## src/rtl/ps2_pkg.sv

```systemverilog
// Shared PS/2 scancodes, button indices, decoder state encoding and the default key map.
package ps2_pkg;

    localparam logic [7:0] PS2_EXT = 8'hE0;
    localparam logic [7:0] PS2_BRK = 8'hF0;

    localparam logic [7:0] KEY_P0_UP    = 8'h1D;
    localparam logic [7:0] KEY_P0_DOWN  = 8'h1B;
    localparam logic [7:0] KEY_P0_LEFT  = 8'h1C;
    localparam logic [7:0] KEY_P0_RIGHT = 8'h23;
    localparam logic [7:0] KEY_P0_FIRE  = 8'h29;
    localparam logic [7:0] KEY_P1_UP    = 8'h43;
    localparam logic [7:0] KEY_P1_DOWN  = 8'h42;
    localparam logic [7:0] KEY_P1_LEFT  = 8'h3B;
    localparam logic [7:0] KEY_P1_RIGHT = 8'h4B;
    localparam logic [7:0] KEY_P1_FIRE  = 8'h5A;

    localparam int unsigned BTN_UP    = 0;
    localparam int unsigned BTN_DOWN  = 1;
    localparam int unsigned BTN_LEFT  = 2;
    localparam int unsigned BTN_RIGHT = 3;
    localparam int unsigned BTN_FIRE  = 4;
    localparam int unsigned NUM_BTNS  = 5;

    localparam int unsigned KEY_W       = 9;
    localparam int unsigned DEF_PLAYERS = 2;
    localparam int unsigned DEF_MAP_W   = DEF_PLAYERS * NUM_BTNS * KEY_W;

    typedef enum logic [1:0] {
        ST_IDLE    = 2'd0,
        ST_EXT     = 2'd1,
        ST_BRK     = 2'd2,
        ST_EXT_BRK = 2'd3
    } dec_state_t;

    // Entry p*NUM_BTNS+b holds {ext,code} for player p, button b.
    function automatic logic [DEF_MAP_W-1:0] default_keymap();
        logic [DEF_MAP_W-1:0] km;
        km = '0;
        km[(0*NUM_BTNS + BTN_UP   )*KEY_W +: KEY_W] = {1'b0, KEY_P0_UP};
        km[(0*NUM_BTNS + BTN_DOWN )*KEY_W +: KEY_W] = {1'b0, KEY_P0_DOWN};
        km[(0*NUM_BTNS + BTN_LEFT )*KEY_W +: KEY_W] = {1'b0, KEY_P0_LEFT};
        km[(0*NUM_BTNS + BTN_RIGHT)*KEY_W +: KEY_W] = {1'b0, KEY_P0_RIGHT};
        km[(0*NUM_BTNS + BTN_FIRE )*KEY_W +: KEY_W] = {1'b0, KEY_P0_FIRE};
        km[(1*NUM_BTNS + BTN_UP   )*KEY_W +: KEY_W] = {1'b0, KEY_P1_UP};
        km[(1*NUM_BTNS + BTN_DOWN )*KEY_W +: KEY_W] = {1'b0, KEY_P1_DOWN};
        km[(1*NUM_BTNS + BTN_LEFT )*KEY_W +: KEY_W] = {1'b0, KEY_P1_LEFT};
        km[(1*NUM_BTNS + BTN_RIGHT)*KEY_W +: KEY_W] = {1'b0, KEY_P1_RIGHT};
        km[(1*NUM_BTNS + BTN_FIRE )*KEY_W +: KEY_W] = {1'b0, KEY_P1_FIRE};
        return km;
    endfunction

endpackage

```

## src/rtl/ps2_rx_frame.sv

```systemverilog
// PS/2 receiver: synchronises and filters kclk/kdata, deframes 11-bit frames,
// checks start/parity/stop and aborts stalled frames.
module ps2_rx_frame #(
    parameter int unsigned FILTER_LEN  = 8,
    parameter int unsigned TIMEOUT_CYC = 50000
) (
    input  logic       clk,
    input  logic       rst,
    input  logic       kclk,
    input  logic       kdata,
    output logic       byte_valid,
    output logic [7:0] byte_data,
    output logic       frame_err
);

    localparam int unsigned FW = $clog2(FILTER_LEN);
    localparam int unsigned TW = $clog2(TIMEOUT_CYC);

    // Index 0 is kclk, index 1 is kdata.
    logic [1:0]    sync1;
    logic [1:0]    sync2;
    logic [1:0]    filt;
    logic [FW-1:0] fcnt [2];
    logic          kclk_prev;
    logic          fall_c;
    logic [3:0]    bit_cnt;
    logic [9:0]    shreg;
    logic [TW-1:0] idle_cnt;

    // Filtered level only follows the synchronised input after FILTER_LEN agreeing samples.
    always_ff @(posedge clk) begin
        if (rst) begin
            sync1   <= '1;
            sync2   <= '1;
            filt    <= '1;
            fcnt[0] <= '0;
            fcnt[1] <= '0;
        end else begin
            sync1 <= {kdata, kclk};
            sync2 <= sync1;
            for (int i = 0; i < 2; i++) begin
                if (sync2[i] == filt[i]) begin
                    fcnt[i] <= '0;
                end else if (fcnt[i] == FW'(FILTER_LEN - 1)) begin
                    filt[i] <= sync2[i];
                    fcnt[i] <= '0;
                end else begin
                    fcnt[i] <= fcnt[i] + FW'(1);
                end
            end
        end
    end

    assign fall_c = kclk_prev & ~filt[0];

    // Shift register fills LSB-last, so after bit 9 shreg[0]=start, [8:1]=data, [9]=parity.
    always_ff @(posedge clk) begin
        if (rst) begin
            kclk_prev  <= 1'b1;
            bit_cnt    <= '0;
            shreg      <= '0;
            idle_cnt   <= '0;
            byte_valid <= 1'b0;
            byte_data  <= '0;
            frame_err  <= 1'b0;
        end else begin
            kclk_prev  <= filt[0];
            byte_valid <= 1'b0;
            frame_err  <= 1'b0;
            if (fall_c) begin
                idle_cnt <= '0;
                if (bit_cnt == 4'd10) begin
                    bit_cnt <= '0;
                    if (!shreg[0] && (^shreg[9:1]) && filt[1]) begin
                        byte_valid <= 1'b1;
                        byte_data  <= shreg[8:1];
                    end else begin
                        frame_err <= 1'b1;
                    end
                end else begin
                    shreg   <= {filt[1], shreg[9:1]};
                    bit_cnt <= bit_cnt + 4'd1;
                end
            end else if (bit_cnt != 4'd0) begin
                if (idle_cnt == TW'(TIMEOUT_CYC - 1)) begin
                    bit_cnt   <= '0;
                    idle_cnt  <= '0;
                    frame_err <= 1'b1;
                end else begin
                    idle_cnt <= idle_cnt + TW'(1);
                end
            end else begin
                idle_cnt <= '0;
            end
        end
    end

endmodule

```

## src/rtl/ps2_key_mapper.sv

```systemverilog
// PS/2 keyboard front end: decodes make/break/extended sequences and keeps a
// per-player held-button bitmap for the tank controllers.
module ps2_key_mapper
    import ps2_pkg::*;
#(
    parameter int unsigned NUM_PLAYERS = 2,
    parameter int unsigned FILTER_LEN  = 8,
    parameter int unsigned TIMEOUT_CYC = 50000,
    parameter logic [NUM_PLAYERS*NUM_BTNS*KEY_W-1:0] KEYMAP = default_keymap()
) (
    input  logic                         clk_50m,
    input  logic                         rst,
    input  logic                         kclk,
    input  logic                         kdata,
    input  logic                         clr_keys,
    output logic [NUM_PLAYERS*NUM_BTNS-1:0] btns,
    output logic                         key_event,
    output logic [8:0]                   key_code,
    output logic                         key_break,
    output logic                         frame_err
);

    localparam int unsigned NUM_KEYS = NUM_PLAYERS * NUM_BTNS;

    logic                byte_valid;
    logic [7:0]          byte_data;
    dec_state_t          state;
    dec_state_t          state_nxt;
    logic                ev_nxt;
    logic [8:0]          code_nxt;
    logic                brk_nxt;
    logic [NUM_KEYS-1:0] btns_nxt;

    ps2_rx_frame #(
        .FILTER_LEN (FILTER_LEN),
        .TIMEOUT_CYC(TIMEOUT_CYC)
    ) u_rx (
        .clk       (clk_50m),
        .rst       (rst),
        .kclk      (kclk),
        .kdata     (kdata),
        .byte_valid(byte_valid),
        .byte_data (byte_data),
        .frame_err (frame_err)
    );

    always_ff @(posedge clk_50m) begin
        if (rst) begin
            state     <= ST_IDLE;
            btns      <= '0;
            key_event <= 1'b0;
            key_code  <= '0;
            key_break <= 1'b0;
        end else begin
            state     <= state_nxt;
            btns      <= btns_nxt;
            key_event <= ev_nxt;
            if (ev_nxt) begin
                key_code  <= code_nxt;
                key_break <= brk_nxt;
            end
        end
    end

    // Prefix decoder; a receiver error always resynchronises to IDLE.
    always_comb begin
        state_nxt = state;
        ev_nxt    = 1'b0;
        code_nxt  = '0;
        brk_nxt   = 1'b0;
        if (frame_err) begin
            state_nxt = ST_IDLE;
        end else if (byte_valid) begin
            case (state)
                ST_IDLE: begin
                    if (byte_data == PS2_EXT) begin
                        state_nxt = ST_EXT;
                    end else if (byte_data == PS2_BRK) begin
                        state_nxt = ST_BRK;
                    end else begin
                        ev_nxt   = 1'b1;
                        code_nxt = {1'b0, byte_data};
                    end
                end
                ST_EXT: begin
                    if (byte_data == PS2_BRK) begin
                        state_nxt = ST_EXT_BRK;
                    end else if (byte_data != PS2_EXT) begin
                        ev_nxt    = 1'b1;
                        code_nxt  = {1'b1, byte_data};
                        state_nxt = ST_IDLE;
                    end
                end
                ST_BRK: begin
                    if (byte_data == PS2_EXT) begin
                        state_nxt = ST_IDLE;
                    end else if (byte_data != PS2_BRK) begin
                        ev_nxt    = 1'b1;
                        code_nxt  = {1'b0, byte_data};
                        brk_nxt   = 1'b1;
                        state_nxt = ST_IDLE;
                    end
                end
                ST_EXT_BRK: begin
                    state_nxt = ST_IDLE;
                    if (byte_data != PS2_EXT && byte_data != PS2_BRK) begin
                        ev_nxt   = 1'b1;
                        code_nxt = {1'b1, byte_data};
                        brk_nxt  = 1'b1;
                    end
                end
                default: state_nxt = ST_IDLE;
            endcase
        end
    end

    // Every matching map entry follows the event; clr_keys overrides any make.
    always_comb begin
        btns_nxt = btns;
        if (clr_keys) begin
            btns_nxt = '0;
        end else if (ev_nxt) begin
            for (int k = 0; k < NUM_KEYS; k++) begin
                if (KEYMAP[k*KEY_W +: KEY_W] == code_nxt) begin
                    btns_nxt[k] = ~brk_nxt;
                end
            end
        end
    end

endmodule

```

## config.mk

```make
export PLATFORM = sky130hd
export DESIGN_NAME = ps2_key_mapper
export DESIGN_NICKNAME = d
export VERILOG_FILES = /design/src/rtl/ps2_pkg.sv /design/src/rtl/ps2_rx_frame.sv /design/src/rtl/ps2_key_mapper.sv
export SDC_FILE = /design/constraint.sdc
export NUM_CORES = 1
export LEC_CHECK = 0
export CAP_MARGIN = 40
export CORE_UTILIZATION = 40
export DETAILED_ROUTE_END_ITERATION = 10
export HOLD_SLACK_MARGIN = 0.15
export PLACE_DENSITY = 0.63
export SLEW_MARGIN = 20
export SYNTH_ARGS = -nofsm -noshare
export SYNTH_HDL_FRONTEND = slang
export SYNTH_HIERARCHICAL = 1
export SYNTH_SLANG_ARGS = --single-unit
export TNS_END_PERCENT = 5
```

## constraint.sdc

```tcl
create_clock -name clk_50m -period 1.7 [get_ports clk_50m]
set_input_delay 0.34 -clock clk_50m [delete_from_list [all_inputs] [get_ports clk_50m]]
set_output_delay 0.34 -clock clk_50m [all_outputs]
set_load 0.01 [all_outputs]
```

* Word-level counts from Yosys, hierarchy flattened
Memory sizes are Yosys's and may differ from the RTL's. Cells that the tools add are included.
Storage, ports and cells: register bits after elaboration 70, RAM bits 6, input bits 5, output and inout port bits 22, memories 1
Cells by class: add/subtract/negate cells 4, equality and inequality tests 26, mux-type cells 70, bitwise gates (word level) 14, reductions and logical operators 29
Memories:
- u_rx.fcnt | words 2, width 3, rd ports 2, clocked after Yosys merged registers in 0, write ports 2, line ps2_rx_frame.sv:23 | logic [FW-1:0] fcnt [2];
Operators with widths (count):
- $mux W9 | 5
- $mux W1 | 41
- $eq A7 B9 Y1 const A | 4
- $pmux W9 S4 | 1
- $mux W8 | 4
- $reduce_and A2 Y1 | 14
- $eq A5 B9 Y1 const A | 3
- $eq A6 B9 Y1 const A | 3
- $mux W3 | 6
- $add A16 B1 Y16 const B | 1
- $eq A16 B16 Y1 const B | 1
- $eq A8 B8 Y1 const B | 2
- $mux W4 | 4
- $ne A8 B8 Y1 const B | 2
- $mux W2 | 6
- $ne A3 B3 Y1 const B | 3
- $reduce_xor A9 Y1 | 1
- $pmux W2 S4 | 1
- $not A1 Y1 | 7
- $add A3 B1 Y3 const B | 2
- $eq A3 B3 Y1 const B | 2
- $or A1 B1 Y1 | 6
- $add A4 B1 Y4 const B | 1
- $eq A2 B2 Y1 const B | 2
- other kinds (16) | 21

* Depth between registers and ports, before layout
Gate-level depths: netlist (run 1).
depth in word-level cells 8, gate-level depth with buffers 7, gate-level depth less buffers 6

* Modules after synthesis
The synthesis (run 1) kept the hierarchy.
By module, submodules not included:
- ps2_rx_frame | instances 1, cells an instance 243, area an instance 2351.0 um^2, seq. area each 1121.1 um^2
- ps2_key_mapper | instances 1, cells an instance 109, area an instance 1079.8 um^2, seq. area each 460.4 um^2

* Least setup slack after synthesis (run 1)
OpenSTA, ideal clock, no wires.
path kind register -> register, start reg u_rx.shreg[8], end reg u_rx.byte_data[0], arrival 1756 ps, data required time 1628 ps, path slack -128 ps, stages on the path, launching flop included 5, buffers on the path 0, cells stage by stage dfxtp_1 -> xor3_1 -> or4_4 -> mux2i_4 -> mux2i_1
Between the ends: longest elaborated chain between the ends 4
Ends and longest elaborated chain:
- start, declared | line ps2_rx_frame.sv:27 | logic [9:0] shreg;
- start signal, assigned | line ps2_rx_frame.sv:81 | shreg <= {filt[1], shreg[9:1]};
- $reduce_xor A9 Y1 | line ps2_rx_frame.sv:74 | if (!shreg[0] && (^shreg[9:1]) && filt[1]) begin
- $logic_and A1 B1 Y1 (2 in series) | line ps2_rx_frame.sv:74
- $reduce_and A3 Y1 (no line)
- end signal, assigned | line ps2_rx_frame.sv:76 | byte_data <= shreg[8:1];
- end, declared | line ps2_rx_frame.sv:12 | output logic [7:0] byte_data,
No other way between the ends. A chain may end at the register's enable or synchronous reset.

* Worst setup path in the final report (run 1)
start reg u_rx.shreg[8], end reg u_rx.byte_data[7]
Between the ends: longest elaborated chain between the ends 4
Ends and longest elaborated chain (line):
- $reduce_xor A9 Y1 | ps2_rx_frame.sv:74
- $logic_and A1 B1 Y1 (2 in series) | ps2_rx_frame.sv:74
- $reduce_and A3 Y1 (no line)
Several ways; a longest one is shown, not always the timed one.

==> results_dict.tcl, run 1 <==
set metrics [dict create \
    status "finished with violations" \
    violations "negative setup slack" \
    die_y_um 94.6 \
    final_util_pct 53.3 \
    viasPerCell 5.09 \
    dpl.hpwl_mm 4.85 \
    preCtsSetupSlack_ns -0.120 \
    grt_pass1_wl_mm 11.7 \
    synthSimpleGateAreaFrac_pct 27.5 \
    p_per_area_nw_per_um2 761 \
    grt_start_max_net_pins 20 \
    worstReg2RegStart "u_rx/shreg[8]$_SDFFE_PP0P_" \
    core_area_um2 8260 \
    yosys.area.top_type "dfxtp_1" \
    fin_crit_ns 1.86 \
    vdd_ir_drop_max_mv 0.386 \
    layout_commonest_cell "dfxtp_1" \
    synthesis.instances 352 \
    drt-initial-drc-count 88 \
    clock_path_buffers 2 \
    crit_required_ns 1.97 \
    postLayoutSetupSlackWorst_ns -0.159 \
    grt-ovfl-total 0 \
    via_count 2722 \
    setup-violations-final 9 \
    synthMuxAreaShare_pct 7.66 \
    synth_area_leaders "dfxtp_1 (41%), mux2i_1 (7.0%), edfxtp_1 (5.3%)" \
    worstPathMaxFanout 5 \
    fin_crit_sh_pct 109 \
    cts.clk_slew.worst_paths_ns 0.08 \
    cp_num_buf_inv 1 \
    synth_area_um2 3430 \
    hp-class "in2reg" \
    drive_gt1_share_pct 20.0 \
    maxCapViolations 0 \
    avgSynthCellArea_um2 9.75 \
    p_leak_nw 1.57 \
    critPathMaxStageDelay_ns 0.43 \
    grtUsageTotal_pct 16.7 \
    place_congestion 0.807 \
    numCtsBuffers 9 \
    slew_violations 0 \
    synth-compound-area-share_pct 8.13 \
    cp_top_family "multiplexers" \
    finClkSkew_ns 0.00843 \
    regArea_um2 1590 \
    synthDistinctLibCells 55 \
    end_kind "flop" \
    rsz0062_at_grt "yes" \
    portBuffers 26 \
    ys_ff_latch 76 \
    cts.sink_count 76 \
    crit_type "reg2reg" \
    synthXorXnorAreaFrac_pct 5.69 \
    max_freq_ghz 0.538 \
    area_growth_syn_to_layout_pct 28.4 \
    drc_errors 0 \
    crit_start "u_rx/shreg[8]$_SDFFE_PP0P_" \
    synth_top_family_by_area "simple AND/OR/NAND/NOR gates" \
    wl_mm 6.89 \
    startpoint_type "flop" \
    seq_area_frac_synth_pct 46.1 \
    cts-root-buf "clkbuf_8" \
    io_pins 27 \
    ys_warn_count 6 \
    path_cells "xor3_1, or4_4, mux2i_4, buf_12, mux2i_2" \
    final_cell_mix "dfxtp_1 (66), buf_4 (42), nand2_1 (40)" \
    start_util_pct 41.5 \
    drtAntennaViolNets 0 \
    arrival_ns 2.13 \
    dieArea_um2 8950 \
    yosys.area_share.adder_pct 2.92 \
    ys.flop_type "dfxtp_1" \
    antenna_found_initial 0 \
    yosys.area.top_type_share_pct 40.8 \
    fillers 757 \
    worstHoldStart "rst" \
    crit_slowest_cell "or4_4" \
    insertion_delay_ns 0.35 \
    firstDrtPassIters 4 \
    ys_async_sr_fraction_pct 0 \
    wl_per_cell_um 12.9 \
    die_w_um 94.6 \
    final_nets 438 \
    hold_viol 0 \
    core.rowCount 33 \
    cts_tree "yes" \
    multi_input_area_um2 1850 \
    grt_pass1_vias 2593 \
    synth_edf_count 6 \
    diodes 0 \
    htreeDepth 3 \
]
report_power, final:
group          leakage, nW  total, mW  switching [mW]  internal (mW)
logic                0.837      0.101          0.0556         0.0449
registers            0.629       1.82         0.00828           1.81
clock network        0.106       1.43           0.667          0.761
stage by stage:
step | TNS (ns) | power (mW) | hold slack (ns) | cells | area [um^2]
2_1_floorplan | -0.921 | 1.92 | 0.383 | 357 | 3450
3_3_place_gp | -0.261 | 1.96 | 0.385 | 516 | 4100
3_5_place_dp | -0.535 | 1.97 | 0.391 | 516 | 4100
4_1_cts | -0.684 | 3.41 | 0.395 | 532 | 4320
5_1_grt | -1.71 | 3.49 | 0.425 | 535 | 4400
6_report | -1.06 | 3.35 | 0.408 | 535 | 4400
worst reg2reg max path: stages, from the launching register on:
cell and delay, ns:
dfxtp_2 0.33, xor3_1 0.41, or4_4 0.44, mux2i_4 0.24, buf_12 0.16, mux2i_2 0.21
cell usage after synthesis (6+ instances only):
cell	n
nand3_1	9
mux2i_1	24
xnor2_1	12
edfxtp_1	6
ha_1	8
nor2b_1	6
nand2b_1	18
clkbuf_1	10
nor2_1	27
dfxtp_1	70
nor3_1	9
nand2_1	40
a21oi_1	18
nand4_1	9
worst paths after layout:
check | end | slack (ns) | cells past startpoint
setup / recovery | u_rx/byte_data[7]$_SDFFE_PP0P_ | -0.16 | 5
hold / removal | u_rx/shreg[5]$_SDFFE_PP0P_ | 0.41 | 2
setup reg to reg | u_rx/byte_data[7]$_SDFFE_PP0P_ | -0.16 | 5
hold reg to reg | u_rx/sync2[0]$_SDFF_PP1_ | 0.41 | 1
final cells by class:
class                           instances  share of cell area, %
Multi-Input combinational cell        265                   41.9
Inverter                                3                  0.256
Tap cell                              105                   2.98
Sequential cell                        76                   36.1
Timing Repair Buffer                   70                   14.0
Clock buffer                           11                   3.44
Clock inverter                          5                   1.36
flip-flops by register name (all words and copies together), names as in the netlist, 2 cells and up:
| signal | cells |
|---|---|
| u_rx/sync1 | 2 |
| u_rx/shreg | 10 |
| u_rx/byte_data | 8 |
| key_code | 9 |
| u_rx/idle_cnt | 16 |
| u_rx/bit_cnt | 4 |
| u_rx/fcnt | 6 |
| u_rx/filt | 2 |
| btns | 10 |
| state | 2 |
| u_rx/sync2 | 2 |
logic make-up (layout without fill, tap and decap cells):
kind of cell,Yosys count,after routing
AND/OR/NAND/NOR,166,166
flip-flops,76,76
buffers and inverters,16,89
multiplexers,25,25
AO/OA/AOI/OAI,41,41
adder cells (fa/ha/maj),8,8
XOR/XNOR,19,19
other,1,6
repair_timing:
item,in CTS,in global routing
endpoints found under the setup margin,11,25
hold endpoints to repair,0,0
hold buffers,0,0
gates cloned,0,1
pin swaps,0,6
setup buffers,0,2
resized for setup,4,11
layer usage:
layer	up-vias	GRT usage, %	share of wire, %
met3	6	4.59	3.9
met4	0	6.19	0.94
met5	-	0	0
met2	60	27.8	47
li1	1389	-	-
met1	1267	20.6	48
Power figures use the tool's default switching activity.
==> inputs of run 2 (changes only) <==
--- a/config.mk
+++ b/config.mk
@@ -6,10 +6,11 @@
 export NUM_CORES = 1
 export LEC_CHECK = 0
 export CAP_MARGIN = 40
-export CORE_UTILIZATION = 40
+export CORE_ASPECT_RATIO = 1.5
+export CORE_UTILIZATION = 23
 export DETAILED_ROUTE_END_ITERATION = 10
 export HOLD_SLACK_MARGIN = 0.15
-export PLACE_DENSITY = 0.63
+export PLACE_DENSITY = 0.42
 export SLEW_MARGIN = 20
 export SYNTH_ARGS = -nofsm -noshare
 export SYNTH_HDL_FRONTEND = slang
==> run 2 against run 1 <==
The flow still finishes with violations (negative setup slack). Via count is the same. Largest cell class unchanged. Worst setup slack improved by 0.11 ns. Maximum frequency increased by 6.3%. Final area grew 4.5%. Clock power grew 29%.
==> results_dict.tcl, run 2 (same netlist as run 1, synthesis figures left out) <==
set metrics [dict create \
    violations "negative setup slack" \
    clock_path_buffers 2 \
    largest_register_ff_count 16 \
    hold_viol 0 \
    post-place-cells 615 \
    numCtsBuffers 9 \
    diodes 0 \
    preCtsSetupSlack_ns -0.0727 \
    crit_required_ns 1.97 \
    fin_crit_ns 1.75 \
    multi_input_area_um2 1820 \
    dpl.hpwl_mm 5.77 \
    vdd_ir_drop_max_mv 0.455 \
    htreeDepth 3 \
    wl_per_cell_um 12.3 \
    grt-ovfl-total 0 \
    core.rowCount 54 \
    setup-violations-final 8 \
    final_nets 443 \
    cts-root-buf "clkbuf_16" \
    slew_violations 0 \
    crit_type "reg2reg" \
    path_cells "xor3_1, or4_4, mux2i_4, buf_12, mux2i_1" \
    status "finished with violations" \
    dieArea_um2 15400 \
    layout_commonest_cell "dfxtp_1" \
    end_kind "flop" \
    insertion_delay_ns 0.34 \
    cts.sink_count 76 \
    rsz0062_at_grt "yes" \
    placedInstanceArea_um2 4290 \
    postLayoutSetupSlackWorst_ns -0.0488 \
    critPathMaxStageDelay_ns 0.44 \
    final_cell_mix "dfxtp_1 (68), buf_4 (47), nand2_1 (40)" \
    startpoint_type "flop" \
    grt_pass1_vias 2683 \
    max_freq_ghz 0.572 \
    cts_tree "yes" \
    worstPathMaxFanout 9 \
    crit_slowest_cell "or4_4" \
    maxCapViolations 0 \
    regMostFlops "u_rx/idle_cnt" \
    drive_gt1_share_pct 18.9 \
    place_congestion 0.766 \
    grt_start_max_net_pins 34 \
    grt_pass1_wl_mm 13.0 \
    drt-initial-drc-count 81 \
    die_y_um 152 \
    antenna_found_initial 0 \
    final_area_um2 4600 \
    portBuffers 26 \
    drtAntennaViolNets 0 \
    core_area_um2 14500 \
    stdcell_count 631 \
    final_util_pct 31.7 \
    hp-class "reg2reg" \
    wl_mm 7.74 \
    arrival_ns 2.01 \
    drc_errors 0 \
    start_util_pct 23.6 \
    regArea_um2 1590 \
    cts.clk_slew.worst_paths_ns 0.06 \
    viasPerCell 4.31 \
    fin_crit_sh_pct 103 \
    p_per_area_nw_per_um2 819 \
    hold_buffers 0 \
    largest_registers "u_rx/idle_cnt (16), btns (10), u_rx/shreg (10)" \
    min_path_cells 1 \
    area_growth_syn_to_layout_pct 34.1 \
    grtUsageTotal_pct 11.1 \
    io_pins 27 \
    via_count 2722 \
    firstDrtPassIters 4 \
    reg2regPathDepth 5 \
    die_w_um 102 \
    fillers 1532 \
    finClkSkew_ns 0.0105 \
    p_leak_nw 1.63 \
]
==> run 2: cell types whose count changed in the layout (fill, tap and decap cells not counted), moves of 2 or more <==
cell	delta
dfxtp_2	-2
clkbuf_16	+9
clkinv_2	+2
clkbuf_8	-11
nor4bb_2	-2
nor4bb_1	+2
dfxtp_1	+2
buf_4	+5
==> run 2: layout make-up <==
type	instances	area share, %
tap	196	5.33
multi-input combinational	265	39.7
clock buffer	11	5.52
clock inverter	5	0.707
timing repair buffer	75	14.1
inverter	3	0.245
sequential	76	34.5
==> run 2: metrics by stage <==
stage | setup TNS, ns | hold slack (ns) | total power, mW
after global routing | -1.22 | 0.431 | 3.93
after detailed placement | -0.567 | 0.393 | 1.97
final | -0.324 | 0.404 | 3.77
after floorplan | -0.921 | 0.383 | 1.92
after CTS | -0.644 | 0.408 | 3.84
after global placement | -0.413 | 0.394 | 1.97
==> run 2: timing repair <==
action	CTS	global route
setup buffers	0	0
setup endpoints to repair	11	10
cloned	0	0
resized for setup	4	5
pin swaps	0	1
==> run 2: path summary, 6_finish.rpt <==
kind | startpoint | end | slack [ns]
min reg2reg | u_rx/sync1[1]$_SDFF_PP1_ | u_rx/sync2[1]$_SDFF_PP1_ | 0.40
max | u_rx/shreg[2]$_SDFFE_PP0P_ | u_rx/byte_data[0]$_SDFFE_PP0P_ | -0.05
max reg2reg | u_rx/shreg[2]$_SDFFE_PP0P_ | u_rx/byte_data[0]$_SDFFE_PP0P_ | -0.05
min | u_rx/sync1[1]$_SDFF_PP1_ | u_rx/sync2[1]$_SDFF_PP1_ | 0.40
==> run 2: layer usage <==
metal / wire, um / track usage, %
met1: 3280 / 11.9
met2: 4050 / 19.8
met3: 235 / 3.17
met4: 175 / 5.22
met5: 0 / 0
==> run 2: report_power, final <==
part / internal [mW] / switching, mW / leakage, nW
Combinational: 0.0477 / 0.0565 / 0.860
Clock: 1.08 / 0.761 / 0.145
Sequential: 1.82 / 0.00805 / 0.628
Total: 2.94 / 0.826 / 1.63
==> run 2: critical path: cells and delay by family (launching register included) <==
family / cells / cell delay (ns)
flops: 1 / 0.32
mux: 2 / 0.35
buf+inv: 1 / 0.16
simple gates: 1 / 0.44
xor+xnor: 1 / 0.41
==> inputs of run 3 (changes only) <==
--- a/config.mk
+++ b/config.mk
@@ -5,13 +5,10 @@
 export SDC_FILE = /design/constraint.sdc
 export NUM_CORES = 1
 export LEC_CHECK = 0
-export CAP_MARGIN = 40
 export CORE_ASPECT_RATIO = 1.5
 export CORE_UTILIZATION = 23
 export DETAILED_ROUTE_END_ITERATION = 10
-export HOLD_SLACK_MARGIN = 0.15
 export PLACE_DENSITY = 0.42
-export SLEW_MARGIN = 20
 export SYNTH_ARGS = -nofsm -noshare
 export SYNTH_HDL_FRONTEND = slang
 export SYNTH_HIERARCHICAL = 1
==> results of run 3 <==
No change in the layout: final DEF, timing and power equal those of run 2.
